**src/rtl/iob_clint_rtc_gen_pkg.sv**
```systemverilog
// Shared register map, bit positions and reset values for the CLINT real-time clock generator.
package iob_clint_rtc_gen_pkg;

   localparam int CTRL_ADDR    = 'h00;
   localparam int DIV_ADDR     = 'h04;
   localparam int STATUS_ADDR  = 'h08;
   localparam int TICK_LO_ADDR = 'h0C;
   localparam int TICK_HI_ADDR = 'h10;

   localparam int CTRL_EN_BIT     = 0;
   localparam int CTRL_CLR_BIT    = 1;
   localparam int STATUS_RUN_BIT  = 0;
   localparam int STATUS_PEND_BIT = 1;

   localparam logic EN_RST   = 1'b0;
   localparam logic RTC_RST  = 1'b0;
   localparam logic PEND_RST = 1'b0;

   // Byte-wise merge of a write into an existing 32-bit register value.
   function automatic logic [31:0] merge_bytes(input logic [31:0] old_val,
                                               input logic [31:0] new_val,
                                               input logic [3:0]  strb);
      logic [31:0] res;
      res = old_val;
      for (int i = 0; i < 4; i++) begin
         if (strb[i]) res[8*i +: 8] = new_val[8*i +: 8];
      end
      return res;
   endfunction

endpackage

```
**src/rtl/iob_clint_rtc_gen_csr.sv**
```systemverilog
// CSR front end: address decode, write strobes and the registered one-cycle read response.
module iob_clint_rtc_gen_csr
   import iob_clint_rtc_gen_pkg::*;
#(
   parameter int ADDR_W = 16,
   parameter int DATA_W = 32
) (
   input  logic                clk,
   input  logic                arst_n,
   input  logic                cke,
   input  logic                avalid,
   input  logic [ADDR_W-1:0]   addr,
   input  logic [DATA_W/8-1:0] wstrb,
   input  logic [DATA_W-1:0]   ctrl_val,
   input  logic [DATA_W-1:0]   div_val,
   input  logic [DATA_W-1:0]   status_val,
   input  logic [DATA_W-1:0]   tick_lo_val,
   input  logic [DATA_W-1:0]   tick_hi_val,
   output logic                ctrl_we,
   output logic                div_we,
   output logic                tick_lo_re,
   output logic                rvalid,
   output logic [DATA_W-1:0]   rdata
);

   logic wr, rd;
   logic [DATA_W-1:0] rd_mux;

   assign wr = avalid & (|wstrb);
   assign rd = avalid & ~(|wstrb);

   assign ctrl_we    = wr & wstrb[0] & (addr == ADDR_W'(CTRL_ADDR));
   assign div_we     = wr & (addr == ADDR_W'(DIV_ADDR));
   assign tick_lo_re = rd & (addr == ADDR_W'(TICK_LO_ADDR));

   always_comb begin
      rd_mux = '0;
      case (addr)
         ADDR_W'(CTRL_ADDR):    rd_mux = ctrl_val;
         ADDR_W'(DIV_ADDR):     rd_mux = div_val;
         ADDR_W'(STATUS_ADDR):  rd_mux = status_val;
         ADDR_W'(TICK_LO_ADDR): rd_mux = tick_lo_val;
         ADDR_W'(TICK_HI_ADDR): rd_mux = tick_hi_val;
         default:               rd_mux = '0;
      endcase
   end

   // Read data is forced to zero whenever no response is being returned.
   always_ff @(posedge clk or negedge arst_n) begin
      if (!arst_n) begin
         rvalid <= 1'b0;
         rdata  <= '0;
      end else if (cke) begin
         rvalid <= rd;
         rdata  <= rd ? rd_mux : '0;
      end
   end

endmodule

```
**src/rtl/iob_clint_rtc_gen.sv**
```systemverilog
// Programmable square-wave RTC for the CLINT rt_clk input.
// Optional 64-bit rising-edge tick counter enabled by defining IOB_CLINT_RTC_GEN_TICKCNT_EN.
module iob_clint_rtc_gen
   import iob_clint_rtc_gen_pkg::*;
#(
   parameter int ADDR_W = 16,
   parameter int DATA_W = 32,
   parameter int DIV_W  = 16
) (
   input  logic                clk_i,
   input  logic                arst_n_i,
   input  logic                cke_i,
   input  logic                iob_avalid,
   input  logic [ADDR_W-1:0]   iob_addr,
   input  logic [DATA_W-1:0]   iob_wdata,
   input  logic [DATA_W/8-1:0] iob_wstrb,
   output logic                iob_rvalid,
   output logic [DATA_W-1:0]   iob_rdata,
   output logic                iob_ready,
   output logic                rtc_o,
   output logic                rtc_tick_o
);

   logic en, pend_div, rtc, tick;
   logic ctrl_we, div_we, tick_lo_re, clr, wrap, load_div;
   logic [DIV_W-1:0] cnt, div_act, div_shadow, div_merged, div_src;
   logic [DATA_W-1:0] ctrl_val, div_val, status_val, tick_lo_val, tick_hi_val;

   assign iob_ready  = 1'b1;
   assign rtc_o      = rtc;
   assign rtc_tick_o = tick;

   assign div_merged = DIV_W'(merge_bytes(32'(div_shadow), iob_wdata, iob_wstrb));
   assign div_src    = div_we ? div_merged : div_shadow;
   assign clr        = ctrl_we & iob_wdata[CTRL_CLR_BIT];
   assign wrap       = (cnt >= div_act);
   // A pending divisor takes effect at a real wrap, or straight away while stopped.
   assign load_div   = (pend_div | div_we) & (~en | (wrap & ~clr));

   always_comb begin
      ctrl_val                  = '0;
      ctrl_val[CTRL_EN_BIT]     = en;
      status_val                = '0;
      status_val[STATUS_RUN_BIT]  = en;
      status_val[STATUS_PEND_BIT] = pend_div;
      div_val                   = DATA_W'(div_shadow);
   end

   always_ff @(posedge clk_i or negedge arst_n_i) begin
      if (!arst_n_i) begin
         en         <= EN_RST;
         pend_div   <= PEND_RST;
         rtc        <= RTC_RST;
         tick       <= 1'b0;
         cnt        <= '0;
         div_act    <= '0;
         div_shadow <= '0;
      end else if (cke_i) begin
         tick <= 1'b0;
         if (ctrl_we) en <= iob_wdata[CTRL_EN_BIT];
         if (div_we) div_shadow <= div_merged;
         if (clr) begin
            cnt <= '0;
            rtc <= 1'b0;
         end else if (en && wrap) begin
            cnt  <= '0;
            rtc  <= ~rtc;
            tick <= ~rtc;
         end else if (en) begin
            cnt <= cnt + DIV_W'(1);
         end
         if (load_div) begin
            div_act  <= div_src;
            pend_div <= 1'b0;
         end else if (div_we) begin
            pend_div <= 1'b1;
         end
      end
   end

`ifdef IOB_CLINT_RTC_GEN_TICKCNT_EN
   logic [63:0] tick_cnt;
   logic [31:0] tick_hi_snap;

   // HI is served from a snapshot taken on the LO read so the pair is coherent.
   always_ff @(posedge clk_i or negedge arst_n_i) begin
      if (!arst_n_i) begin
         tick_cnt     <= '0;
         tick_hi_snap <= '0;
      end else if (cke_i) begin
         if (clr) tick_cnt <= '0;
         else if (tick) tick_cnt <= tick_cnt + 64'd1;
         if (tick_lo_re) tick_hi_snap <= tick_cnt[63:32];
      end
   end

   assign tick_lo_val = DATA_W'(tick_cnt[31:0]);
   assign tick_hi_val = DATA_W'(tick_hi_snap);
`else
   logic unused_tick_lo_re;
   assign unused_tick_lo_re = tick_lo_re;
   assign tick_lo_val = '0;
   assign tick_hi_val = '0;
`endif

   iob_clint_rtc_gen_csr #(
      .ADDR_W(ADDR_W),
      .DATA_W(DATA_W)
   ) csr (
      .clk        (clk_i),
      .arst_n     (arst_n_i),
      .cke        (cke_i),
      .avalid     (iob_avalid),
      .addr       (iob_addr),
      .wstrb      (iob_wstrb),
      .ctrl_val   (ctrl_val),
      .div_val    (div_val),
      .status_val (status_val),
      .tick_lo_val(tick_lo_val),
      .tick_hi_val(tick_hi_val),
      .ctrl_we    (ctrl_we),
      .div_we     (div_we),
      .tick_lo_re (tick_lo_re),
      .rvalid     (iob_rvalid),
      .rdata      (iob_rdata)
   );

endmodule
```
**config.mk**
```make
export PLATFORM = sky130hd
export DESIGN_NAME = iob_clint_rtc_gen
export DESIGN_NICKNAME = d
export VERILOG_FILES = /design/src/rtl/iob_clint_rtc_gen_pkg.sv /design/src/rtl/iob_clint_rtc_gen_csr.sv /design/src/rtl/iob_clint_rtc_gen.sv
export SDC_FILE = /design/constraint.sdc
export NUM_CORES = 1
export LEC_CHECK = 0
export BUFFER_PORTS_ARGS = -buffer_cell sky130_fd_sc_hd__buf_2
export CAP_MARGIN = 20
export CELL_PAD_IN_SITES_DETAIL_PLACEMENT = 1
export CELL_PAD_IN_SITES_GLOBAL_PLACEMENT = 1
export CORE_ASPECT_RATIO = 0.5
export CORE_UTILIZATION = 45
export CTS_BUF_LIST = sky130_fd_sc_hd__clkbuf_8
export DETAILED_ROUTE_END_ITERATION = 16
export PLACE_DENSITY = 0.94
export REMOVE_ABC_BUFFERS = 1
export SKIP_LAST_GASP = 1
export SLEW_MARGIN = 20
export SYNTH_ARGS = -nofsm -noshare
export SYNTH_HDL_FRONTEND = slang
export SYNTH_SLANG_ARGS = --single-unit
```
**constraint.sdc**
```tcl
create_clock -name clk_i -period 7.72 [get_ports clk_i]
set_clock_uncertainty 0.2 [all_clocks]
set_input_delay 0.772 -clock clk_i [delete_from_list [all_inputs] [get_ports clk_i]]
set_output_delay 0.772 -clock clk_i [all_outputs]
set_load 0.02 [all_outputs]
```
# After elaboration in Yosys (flattened, before gate mapping)
# Cells that the tools add are included.
[classes]
multipliers = 0
n_lt_le_gt_ge = 1
n_mux = 14
n_bitwise = 14
addsub = 1
div_mod_pow = 0
shift = 0
n_reduce_logical = 11
n_eq_ne = 2
[ops]
columns = ["operator", "n"]
rows = [
  ["16-bit 2-to-1 mux", 5],
  ["16-bit one-hot mux with 3 select lines", 1],
  ["16-bit by 1-bit adder with 16-bit output, second input constant", 1],
  ["16-bit by 3-bit == test with 1-bit output, second input constant", 1],
  ["16-bit by 4-bit == test with 1-bit output, second input constant", 1],
  ["16-bit >= comparator", 1],
  ["16-bit logical NOT", 1],
  ["8-bit 2-to-1 mux", 2],
  ["2-bit AND reduction", 5],
  ["1-bit AND", 8],
  ["1-bit 2-to-1 mux", 6],
  ["1-bit NOT", 4],
  ["2-bit nonzero test", 2],
  ["4-bit OR reduction", 1],
  ["3-bit nonzero test", 1],
  ["1-bit OR", 2],
  ["1-bit logical AND", 1],
]
[word_totals]
wordCells = 52
mem_bits_rw = 0
mem_count = 0
in_bits = 56
ff_bits = 85
latch_bits = 0
romBits = 0

# Logic depth before layout (Yosys ltp)
# Gate-level depths: netlist of run 1.
[depth]
depth_word = 11
depth_mapped = 9
ltp_nobuf = 8

# Modules after synthesis
# From an unflattened synthesis of run 1, not the netlist that was laid out.
[unflattened]
cells_unflattened = 550
area_unflattened_um2 = 6004.5
[modules_own_cells]
columns = ["module", "cells_per_inst", "area_each_um2", "instances"]
rows = [
  ["iob_clint_rtc_gen_csr", 298, 3166.8, 1],
  ["iob_clint_rtc_gen", 252, 2837.7, 1],
]

# Least setup slack after synthesis of run 1
# No wires, ideal clock.
[synth_timing]
path_type = "in2reg"
from = "in iob_addr[13]"
to = "reg div_act[0]"
path_slack_ns = 5.029
stages = 6
setup_time_ns = 0.125
arrival_time_ns = 2.366
path_cell_list = "nor4_2 -> nand4_2 -> nor3_1 -> o2bb2ai_1 -> a211oi_4 -> mux2_4"
[synth_via]
elab_chain_len = 8
elab_cells_between_ends = 12
classes_between = "eq/ne: 1; mux: 1; bitwise: 8; reduce/logical: 2"
[synth_rtl]
columns = ["element", "line", "source"]
rows = [
  ["from (decl)", "iob_clint_rtc_gen.sv:14", "input logic [ADDR_W-1:0] iob_addr,"],
  ["16-bit logical NOT", "iob_clint_rtc_gen_csr.sv:32", "assign ctrl_we = wr & wstrb[0] & (addr == ADDR_W'(CTRL_ADDR));"],
  ["1-bit AND", "iob_clint_rtc_gen_csr.sv:32", ""],
  ["1-bit AND", "iob_clint_rtc_gen.sv:35", "assign clr = ctrl_we & iob_wdata[CTRL_CLR_BIT];"],
  ["1-bit NOT", "iob_clint_rtc_gen.sv:38", "assign load_div = (pend_div | div_we) & (~en | (wrap & ~clr));"],
  ["1-bit AND", "iob_clint_rtc_gen.sv:38", ""],
  ["1-bit OR", "iob_clint_rtc_gen.sv:38", ""],
  ["1-bit AND", "iob_clint_rtc_gen.sv:38", ""],
  ["2-bit AND reduction (no source line)", "n/a", ""],
  ["to (signal assigned)", "iob_clint_rtc_gen.sv:73", "div_act <= div_src;"],
  ["to (decl)", "iob_clint_rtc_gen.sv:26", "logic [DIV_W-1:0] cnt, div_act, div_shadow, div_merged, div_src;"],
]
# Parallel ways exist; a longest one is shown, timed or not.
# A chain may end at the register's enable or synchronous reset.

# Final worst setup path of run 1
[layout_timing]
from = "reg cnt[12]"
to = "reg div_act[0]"
[layout_via]
elab_chain_len = 5
[layout_rtl]
columns = ["element", "line", "source"]
rows = [
  ["from (decl)", "iob_clint_rtc_gen.sv:26", ""],
  ["from (signal assigned)", "iob_clint_rtc_gen.sv:70", "cnt <= cnt + DIV_W'(1);"],
  ["16-bit >= comparator", "iob_clint_rtc_gen.sv:36", "assign wrap = (cnt >= div_act);"],
  ["1-bit AND", "iob_clint_rtc_gen.sv:38", ""],
  ["1-bit OR", "iob_clint_rtc_gen.sv:38", ""],
  ["1-bit AND", "iob_clint_rtc_gen.sv:38", ""],
  ["2-bit AND reduction (no source line)", "n/a", ""],
]
# Every way passes these cells.

==> results of run 1 <==
-- critical path, delay by kind of cell, from the launching register on --
| kind | cells | cell delay (ns) |
|---|---|---|
| AO/OA/AOI/OAI | 1 | 0.94 |
| multiplexers | 1 | 0.36 |
| flip-flops | 1 | 0.45 |
| AND/OR/NAND/NOR | 4 | 0.90 |
| adder cells (fa/ha/maj) | 1 | 0.33 |
-- worst min path at each step --
stage | from | endpoint | depth (start not counted)
floorplan | arst_n_i | cnt[0] | 0
global placement | rtc_o | rtc_tick_o | 1
detailed placement | csr.rdata[1] | csr.rdata[1] | 1
CTS | rtc_o | rtc_tick_o | 1
global route | rtc_o | rtc_tick_o | 1
finish | csr.rdata[1] | csr.rdata[1] | 1
-- synth_stat cells (all sizes together) --
| master | instances |
|---|---|
| nor2b | 2 |
| a211oi | 2 |
| nand2 | 22 |
| nor2 | 11 |
| mux2 | 19 |
| xor2 | 5 |
| and4 | 3 |
| o2bb2ai | 4 |
| nor4 | 8 |
| conb | 2 |
| and3b | 1 |
| o221ai | 1 |
| buf | 19 |
| a211o | 2 |
| nor4bb | 1 |
| nor3b | 1 |
| ha | 17 |
| nor4b | 1 |
| o211ai | 2 |
| or4b | 1 |
| or3 | 2 |
| o21a | 2 |
| dfrtp | 69 |
| o22ai | 1 |
| nand3 | 19 |
| and3 | 3 |
| mux2i | 30 |
| nand2b | 2 |
| o21bai | 1 |
| nor3 | 6 |
| inv | 26 |
| a21oi | 10 |
| clkbuf | 7 |
| o21ai | 20 |
| a2bb2oi | 1 |
| nand4 | 5 |
| o31ai | 4 |
| o41a | 1 |
| a2111oi | 1 |
| a22o | 15 |
-- power breakdown --
group	internal (W)	leakage, nW	switching [W]	total, W
clock network	0.000180	0.105	0.000145	0.000325
registers	0.000361	0.860	0.0000000932	0.000361
logic	0.00000988	1.31	0.0000269	0.0000367
-- metal layers --
metal / track usage, % / vias up
met5: 0 / -
met3: 6.231 / 8
met4: 6.034 / 0
met1: 28.50 / 1469
li1: - / 1353
met2: 41.78 / 91
-- logic make-up (layout without fill, tap and decap cells) --
group	after synthesis	count (layout)	synth area share (%)
XOR/XNOR	5	5	1.140
flip-flops	69	69	44.94
other	2	17	0.1954
AO/OA/AOI/OAI	67	67	13.84
adder cells (fa/ha/maj)	17	17	5.536
buffers and inverters	52	102	7.066
AND/OR/NAND/NOR	88	88	13.81
multiplexers	49	49	13.48
-- flip-flops by register name, summed over array words and instances, names as in the netlist --
register and flops:
div_shadow 16, div_act 16, rtc_o 1, rtc_tick_o 1
en 1, pend_div 1, csr.rdata 16, csr.rvalid 1
cnt 16
-- layout make-up --
class | count | area, sq um
Clock buffer | 9 | 123.9
Clock inverter | 7 | 90.09
Fill cell | 916 | 3757
Inverter | 26 | 97.59
Multi-Input combinational cell | 243 | 1903
Sequential cell | 69 | 1727
Tap cell | 112 | 140.1
Timing Repair Buffer | 60 | 305.3
-- per-stage QoR --
| stage | instance area [sq um] | instances | setup slack, ns | utilization (%) |
|---|---|---|---|---|
| 2_1_floorplan | 3725 | 338 | 4.729 | - |
| 3_3_place_gp | 4170 | 510 | 4.260 | 51.21 |
| 3_5_place_dp | 4170 | 510 | 4.123 | 51.21 |
| 4_1_cts | 4384 | 526 | 4.432 | 53.83 |
| 5_1_grt | 4387 | 526 | 4.306 | 53.86 |
| 6_report | 4387 | 526 | 4.420 | 53.86 |
==> results.toml, run 1 <==
[run_status]
status = "complete, no violations"

[sta]
min_period_ns = 3.300
tns_ns = 0
slew_viol_final = 0
worst_pin_slew_ns = 1.119
relSlewSlack_pct = 25.16
finalCritPeriodShare_pct = 42.75
rsz0062_at_grt = "no"
hold_viol = 0
fin_hold_ws_ns = 0.2852
timing.fmax_mhz = 303.0
finalSetupViolCount = 0

[worst_setup_path]
cp.arrival_ns = 3.35
crit_type = "register to register"
slowest_stage = "a211oi_4"
crit_path_end = "div_act[0]"
r2r_slack_ns = 4.42
worstReg2RegStart = "cnt[12]"
reg2reg_depth = 7
cp_max_fo = 16
cp-end-kind = "register"
critical-path-max-stage-delay_ns = 0.94
path_cells = "ha_1 > nand4_2 > or3_4 > nor3_4 > nor3_2 > a211oi_4 > mux2_4"
crit_path_start_kind = "register"
timing.rr.end = "div_act[0]"
worstPathRequired_ns = 7.77
crit_start = "cnt[12]"

[cells_and_area]
nets = 482
syn_to_final_growth_pct = 14.16
layout_common_cells = "dfrtp_1, buf_2, mux2i_1, inv_1, nand2_1"
layout_commonest_cell = "dfrtp_1"
drive_above_1_share_pct = 27.78
num_antenna_cells = 0

[floorplan]
rows = 23
start_util_pct = 47.18
io_pins = 92
die_w_microns = 132.7
die_area_sq_um = 8935
core_sq_um = 8144
die_h_microns = 67.34

[clock_tree]
clk_pin_slew_ns = 0.08
cts_tree = "yes"
htree_num_levels = 3
clkLatencyLatePin_ns = 0.36
cts-resized-gates = 0
postCtsSetupRepairBufs = 0
cts_buffers = 9
cts_root_buffer = "clkbuf_8"
clock-sinks = 69
clk_path_buf_depth = 2
ctsHoldBuffers = 0

[global_routing]
grtUsageTotal_pct = 23.33
grt_pass1_wl_mm = 15.59
grt_max_degree = 70
antenna_found_initial = 0
grt-ovfl-total = 0
grt_pass1_vias = 3049

[place]
port-buffer-count = 58
dp_hpwl_mm = 6.942
gp_congestion = 0.7996

[flow_run]
max_cap_viol_count = 0

[logic_synthesis]
synthTopCellsByArea = "dfrtp_1, mux2i_1, ha_1"
synth_cell_types = 55
synth-seq-area-share_pct = 44.94
synth_cells = 349
synth_top_area_share_pct = 44.94
ys_seq_elements = 69
avgSynthCellArea_sq_um = 11.01
synth_top_area_cell = "dfrtp_1"
yosysWarnings = 0
synth_area_sq_um = 3842

[routing]
drt_first_pass_iters = 4
drc_errors = 0
routedWlPerCell_microns = 18.53
detail_route.vias_per_cell = 5.553
ant_nets = 0
drt_iter0_markers = 153
met1Wirelength_mm = 4.155
top_layer = "met4"
num_vias = 2921
wl_met2_mm = 4.876
wl_met3_microns = 625
route.final.wire_length_mm = 9.746

[worst_hold_path]
hp-class = "register to register"

[power_and_ir_drop]
p_total_w = 0.0007231
ir_drop_v = 0.0001037
p_leak_nw = 2.271
power.density_nw_per_um2 = 164.8
No activity file was read; power rests on OpenSTA's default activity.
==> run 2: changes to the inputs <==
CORE_UTILIZATION = 43   (was 45)
PLACE_DENSITY = 0.91   (was 0.94)
clock period = 3.44 ns   (was 7.72 ns; I/O delays follow)
==> run 2 against run 1 <==
  * Worst setup slack lost 3.9 ns
  * Sequential share of layout area shrank 0.27 points
  * Design area grew 0.68%
  * Combinational power grew 140%
  * Largest cell class unchanged
  * Highest routed layer unchanged
==> results.toml, run 2 (synthesis gave the netlist of run 1 again) <==
[worst_setup_path]
critical-path-max-stage-delay_ns = 0.53
slowest_stage = "or4b_4"
crit_type = "register to register"
cp.arrival_ns = 2.97
cp_max_fo = 6
reg2reg_depth = 8
worst-path-buf-inv = 1
cpLargestDelayFamily = "compound AO/OA/AOI/OAI gates"
crit_path_start_kind = "register"
path_cells = "inv_1 > ha_1 > nand2b_4 > a2111oi_4 > nor4_2 > a211oi_4 > or4b_4 > o31ai_2"
cp_num_cells = 8
worstPathRequired_ns = 3.51
cp-end-kind = "register"

[clock_tree]
clock-sinks = 69
cts-resized-gates = 0
cts_root_buffer = "clkbuf_8"
htree_num_levels = 3
clk_pin_slew_ns = 0.08
clk_path_buf_depth = 2
ctsHoldBuffers = 1
cts_buffers = 9
postCtsSetupRepairBufs = 0
clkLatencyLatePin_ns = 0.36
cts_tree = "yes"

[cells_and_area]
nFillCells = 931
layout_common_cells = "dfrtp_1, buf_2, mux2i_1, inv_1, nand2_1"
num_antenna_cells = 0
layout_commonest_cell = "dfrtp_1"
utilization_pct = 53.11
syn_to_final_growth_pct = 14.95
drive_above_1_share_pct = 28.33
register_area_sq_um = 1727
layoutNonFillerInstCount = 532
multi_input_area_sq_um = 1901
nets = 488

[worst_hold_path]
hold_depth = 2
hp-class = "input port to register"

[power_and_ir_drop]
ir_drop_v = 0.0002082
power.density_nw_per_um2 = 356.8
p_leak_nw = 2.287

[floorplan]
start_util_pct = 46.20
core_sq_um = 8317
rows = 23
die_h_microns = 68.85
die_w_microns = 135.7
die_area_sq_um = 9341
io_pins = 92

[global_routing]
grt_pass1_wl_mm = 15.84
grt-ovfl-total = 0
grt_max_degree = 36
grtUsageTotal_pct = 22.97
grt_pass1_vias = 3083
antenna_found_initial = 0

[routing]
detail_route.vias_per_cell = 5.588
ant_nets = 0
routedWlPerCell_microns = 18.64
drc_errors = 0
drt_first_pass_iters = 4
route.final.wire_length_mm = 9.916
drt_iter0_markers = 150
num_vias = 2973

[place]
port-buffer-count = 58
dp_hpwl_mm = 7.276
place_inst = 515
gp_congestion = 0.8361

[sta]
finalCritPeriodShare_pct = 84.27
tns_ns = 0
worst_pin_slew_ns = 0.9037
hold_viol = 0
finalSetupViolCount = 0
timing.fmax_mhz = 345.0
min_period_ns = 2.899
slew_viol_final = 0
relSlewSlack_pct = 38.93
rsz0062_at_grt = "no"

[flow_run]
max_cap_viol_count = 0

[run_status]
status = "complete, no violations"
## run 2: power breakdown
group,leakage (nW),total [W],switching (W),internal [W]
sequential,0.860,0.000811,0.000000189,0.000811
combinational,1.34,0.0000863,0.0000620,0.0000244
clock,0.0918,0.000679,0.000342,0.000337
total,2.29,0.00158,0.000404,0.00117
## run 2: layout make-up
cell class	count	area share [%]
clock inverters	7	1.700
flip-flops and latches	69	39.09
clock buffers	9	2.805
inverters	26	2.210
well taps	112	3.173
repair buffers	66	7.989
multi-input cells	243	43.03
## run 2: worst reg2reg max path, stage by stage, from the launching register on
cell       delay, ns
dfrtp_1         0.47
inv_1           0.10
ha_1            0.31
nand2b_4        0.15
a2111oi_4       0.48
nor4_2          0.12
a211oi_4        0.25
or4b_4          0.54
o31ai_2         0.20
## run 2: per-layer routing
| layer | global-route usage, % | vias to the layer above | wire length [microns] |
|---|---|---|---|
| met5 | 0 | - | 0 |
| met4 | 9.831 | 0 | 148 |
| met3 | 5.409 | 15 | 548 |
| met2 | 39.99 | 98 | 4830 |
| met1 | 27.93 | 1494 | 4388 |
| li1 | - | 1366 | - |
## run 2: worst paths after layout
kind | to | slack [ns] | startpoint
min | div_shadow[14] | 0.02 | iob_wdata[14]
min reg2reg | rtc_tick_o | 0.29 | rtc_o
min in group asynchronous | div_act[12] | 0.42 | arst_n_i
max in group asynchronous | cnt[8] | 1.83 | arst_n_i
max | cnt[8] | 0.54 | cnt[0]
max reg2reg | cnt[8] | 0.54 | cnt[0]
## run 2: stage by stage
step                setup slack (ns)  cell area (sq um)  hold slack, ns   power, W
floorplan                     0.5381               3725         -0.1516  0.0008545
global placement              0.6829               4208          0.2603  0.0009102
detailed placement            0.6001               4208          0.2735  0.0009133
CTS                           0.5635               4417        0.009212   0.001595
global route                  0.4033               4417         0.01161   0.001624
finish                        0.5411               4417         0.02266   0.001576
==> run 3: changes to the inputs <==
ABC_AREA = 1   (was unset)
CORE_UTILIZATION = 40   (was 43)
clock period = 2.8 ns   (was 3.44 ns; I/O delays follow)
==> run 3 against run 2 <==
  * Global-route usage rose by 0.10 points
  * Sequential share of layout area fell by 2.7 points
  * Sequential power rose by 42%
  * Non-clock buffer count rose by 3
  * Via count rose by 29%
  * Clock-buffer cell count did not move
  * Die area rose by 16%
  * Register-to-register slack got worse by 0.16 ns
  * Maximum frequency rose by 20%
  * Combinational power rose to 5.0 times the previous value
  * Critical path type unchanged
  * Critical endpoint is now div_act[2]
  * Highest routed layer unchanged
==> results.toml, run 3 <==
[floorplan]
io_pins = 92
start_util_pct = 42.54
die_area_sq_um = 10810
die_h_microns = 74.04
die_w_microns = 146.1
rows = 25
core_sq_um = 9759

[logic_synthesis]
synth_top_area_share_pct = 41.59
synth_edf_count = 0
yosysMostFrequentCell = "nand2_1"
synth_commonest_cells = "nand2_1, dfrtp_1, inv_1"
yosysWarnings = 0
synth_cells = 558
async_flop_share_pct = 100.0
ys_seq_elements = 69
synth-seq-area-share_pct = 41.59
synth_cell_types = 27
synth_flop_cell = "dfrtp_1"
synthTopCellsByArea = "dfrtp_1, nand2_1, o21ai_0"
synth_area_sq_um = 4151
synth_top_area_cell = "dfrtp_1"
avgSynthCellArea_sq_um = 7.440

[sta]
finalCritPeriodShare_pct = 86.50
setup_ws_ns = 0.3780
relSlewSlack_pct = 57.99
worst_pin_slew_ns = 0.6287
min_period_ns = 2.422
timing.fmax_mhz = 412.9
finalSetupViolCount = 0
hold_viol = 0
rsz0062_at_grt = "no"
tns_ns = 0
slew_viol_final = 0

[cells_and_area]
layout_common_cells = "nand2_1, dfrtp_1, inv_1, buf_2, o21ai_0"
num_antenna_cells = 0
layoutNonFillerInstCount = 754
syn_to_final_growth_pct = 14.44
nFillCells = 1280
nets = 687
register_area_sq_um = 1727
drive_above_1_share_pct = 14.86
multi_input_area_sq_um = 2012
layout_commonest_cell = "nand2_1"

[worst_setup_path]
worstPathRequired_ns = 2.86
crit_top_cell = "nand2_1"
cp_max_fo = 18
worstReg2RegStart = "cnt[6]"
timing.rr.end = "div_act[2]"
cp-end-kind = "register"
crit_type = "register to register"
slowest_stage = "dfrtp_1"
crit_path_start_kind = "register"
r2r_slack_ns = 0.38
reg2reg_depth = 14
path_cells = "ha_1 > nand2_1 > inv_1 > nand2_1 > nor2_1 > nor2_1 > nand2_1 > nand2_1 > nand2_1 > nand2_1 > nand2_2 > nand2_4 > nand2_1 > nand2_1"
critical-path-max-stage-delay_ns = 0.46
cp.arrival_ns = 2.48

[global_routing]
grt_pass1_wl_mm = 19.33
grtUsageMet1_pct = 28.48
grt-ovfl-total = 0
met2_usage_pct = 41.63
busiest_layer = "met2"
grt_pass1_vias = 3835
grtUsageTotal_pct = 23.07
use_met3_pct = 5.706
antenna_found_initial = 0
grt_max_degree = 48

[clock_tree]
cts_tree = "yes"
htree_num_levels = 3
cts-resized-gates = 0
clock-sinks = 69
cts_root_buffer = "clkbuf_8"
cts_buffers = 9
clk_pin_slew_ns = 0.08
clkLatencyLatePin_ns = 0.37
clk_path_buf_depth = 2

[run_status]
status = "complete, no violations"

[power_and_ir_drop]
p_total_w = 0.002496
ir_drop_v = 0.0002237
p_leak_nw = 2.570
power.density_nw_per_um2 = 525.3

[routing]
routedWlPerCell_microns = 15.34
route.final.wire_length_mm = 11.56
drc_errors = 0
detail_route.vias_per_cell = 5.076
drt_first_pass_iters = 4
num_vias = 3827
drt_iter0_markers = 211
ant_nets = 0

[place]
gp_congestion = 0.8033
port-buffer-count = 58
dp_hpwl_mm = 8.170
place_inst = 736
pre_cts_slack_ns = 0.3695

[worst_hold_path]
hp-start = "iob_wdata[1]"
hp-class = "input port to register"
holdPathEnd = "rtc_o"
hold_depth = 4

[flow_run]
max_cap_viol_count = 0
[run 3: cell count changes after synthesis, sizes merged, moves of 14 or more]
cell,delta
nand2,+164
inv,+37
o21ai,+33
mux2i,-30
nor2,+22
mux2,-19
a22o,-15
nand4,+14
[run 3: what timing repair did]
action | 4_1_cts | 5_1_grt
setup buffers | 0 | 0
hold buffers | 2 | 0
endpoints found under the hold margin | 23 | 0
[run 3: worst max-delay path by stage]
stage,startpoint,to,slack [ns]
6_report,cnt[6],div_act[2],0.38
5_1_grt,cnt[7],div_act[2],0.13
4_1_cts,cnt[7],div_act[2],0.34
3_5_place_dp,cnt[7],div_act[2],0.37
3_3_place_gp,cnt[6],div_act[6],0.50
2_1_floorplan,iob_addr[15],div_act[0],0.53
[run 3: area by class of cell]
| cell class | count | area share, % |
|---|---|---|
| clock buffers | 9 | 2.607 |
| clock inverters | 7 | 1.949 |
| inverters | 63 | 4.978 |
| multi-input cells | 402 | 42.35 |
| flip-flops and latches | 69 | 36.34 |
| well taps | 135 | 3.555 |
| repair buffers | 69 | 8.217 |
[run 3: critical path: cells and delay by family, from the launching register on]
family        cells  cell delay, ns
fa+ha+maj         1            0.33
flops             1            0.46
buf+inv           1            0.08
simple gates     12            1.25
[run 3: per-stage QoR]
stage / hold WS, ns / util, % / cell area [sq um]
after detailed placement: 0.1018 / 46.26 / 4514
after floorplan: -0.2156 / - / 3975
final: 0.08952 / 48.68 / 4751
after global placement: 0.09080 / 46.26 / 4514
after global routing: 0.1121 / 48.68 / 4751
after CTS: 0.09168 / 48.68 / 4751
[run 3: report_power, final]
part           total (W)  internal (W)  switching (W)  leakage [nW]
clock           0.000914      0.000498       0.000416         0.112
sequential       0.00115       0.00107      0.0000753         0.897
combinational   0.000432      0.000149       0.000283          1.56
total            0.00250       0.00172       0.000774          2.57
[run 3: logic make-up (layout without fill, tap and decap cells)]
kind of cell	after synthesis	after routing	share of synthesized area, %
and+or+nand+nor	274	274	27.76
AOI/OAI and AO/OA	80	80	11.09
buffers and inverters	102	148	11.30
DFF	69	69	41.59
xor gates and xnor gates	14	14	2.954
adders and majority gates	17	17	5.123
other	2	17	0.1809
[run 3: routing by layer]
metal	wire (microns)	vias up
met5	0	-
met4	149	0
met3	423	14
met2	5729	71
met1	5261	1875
li1	-	1867
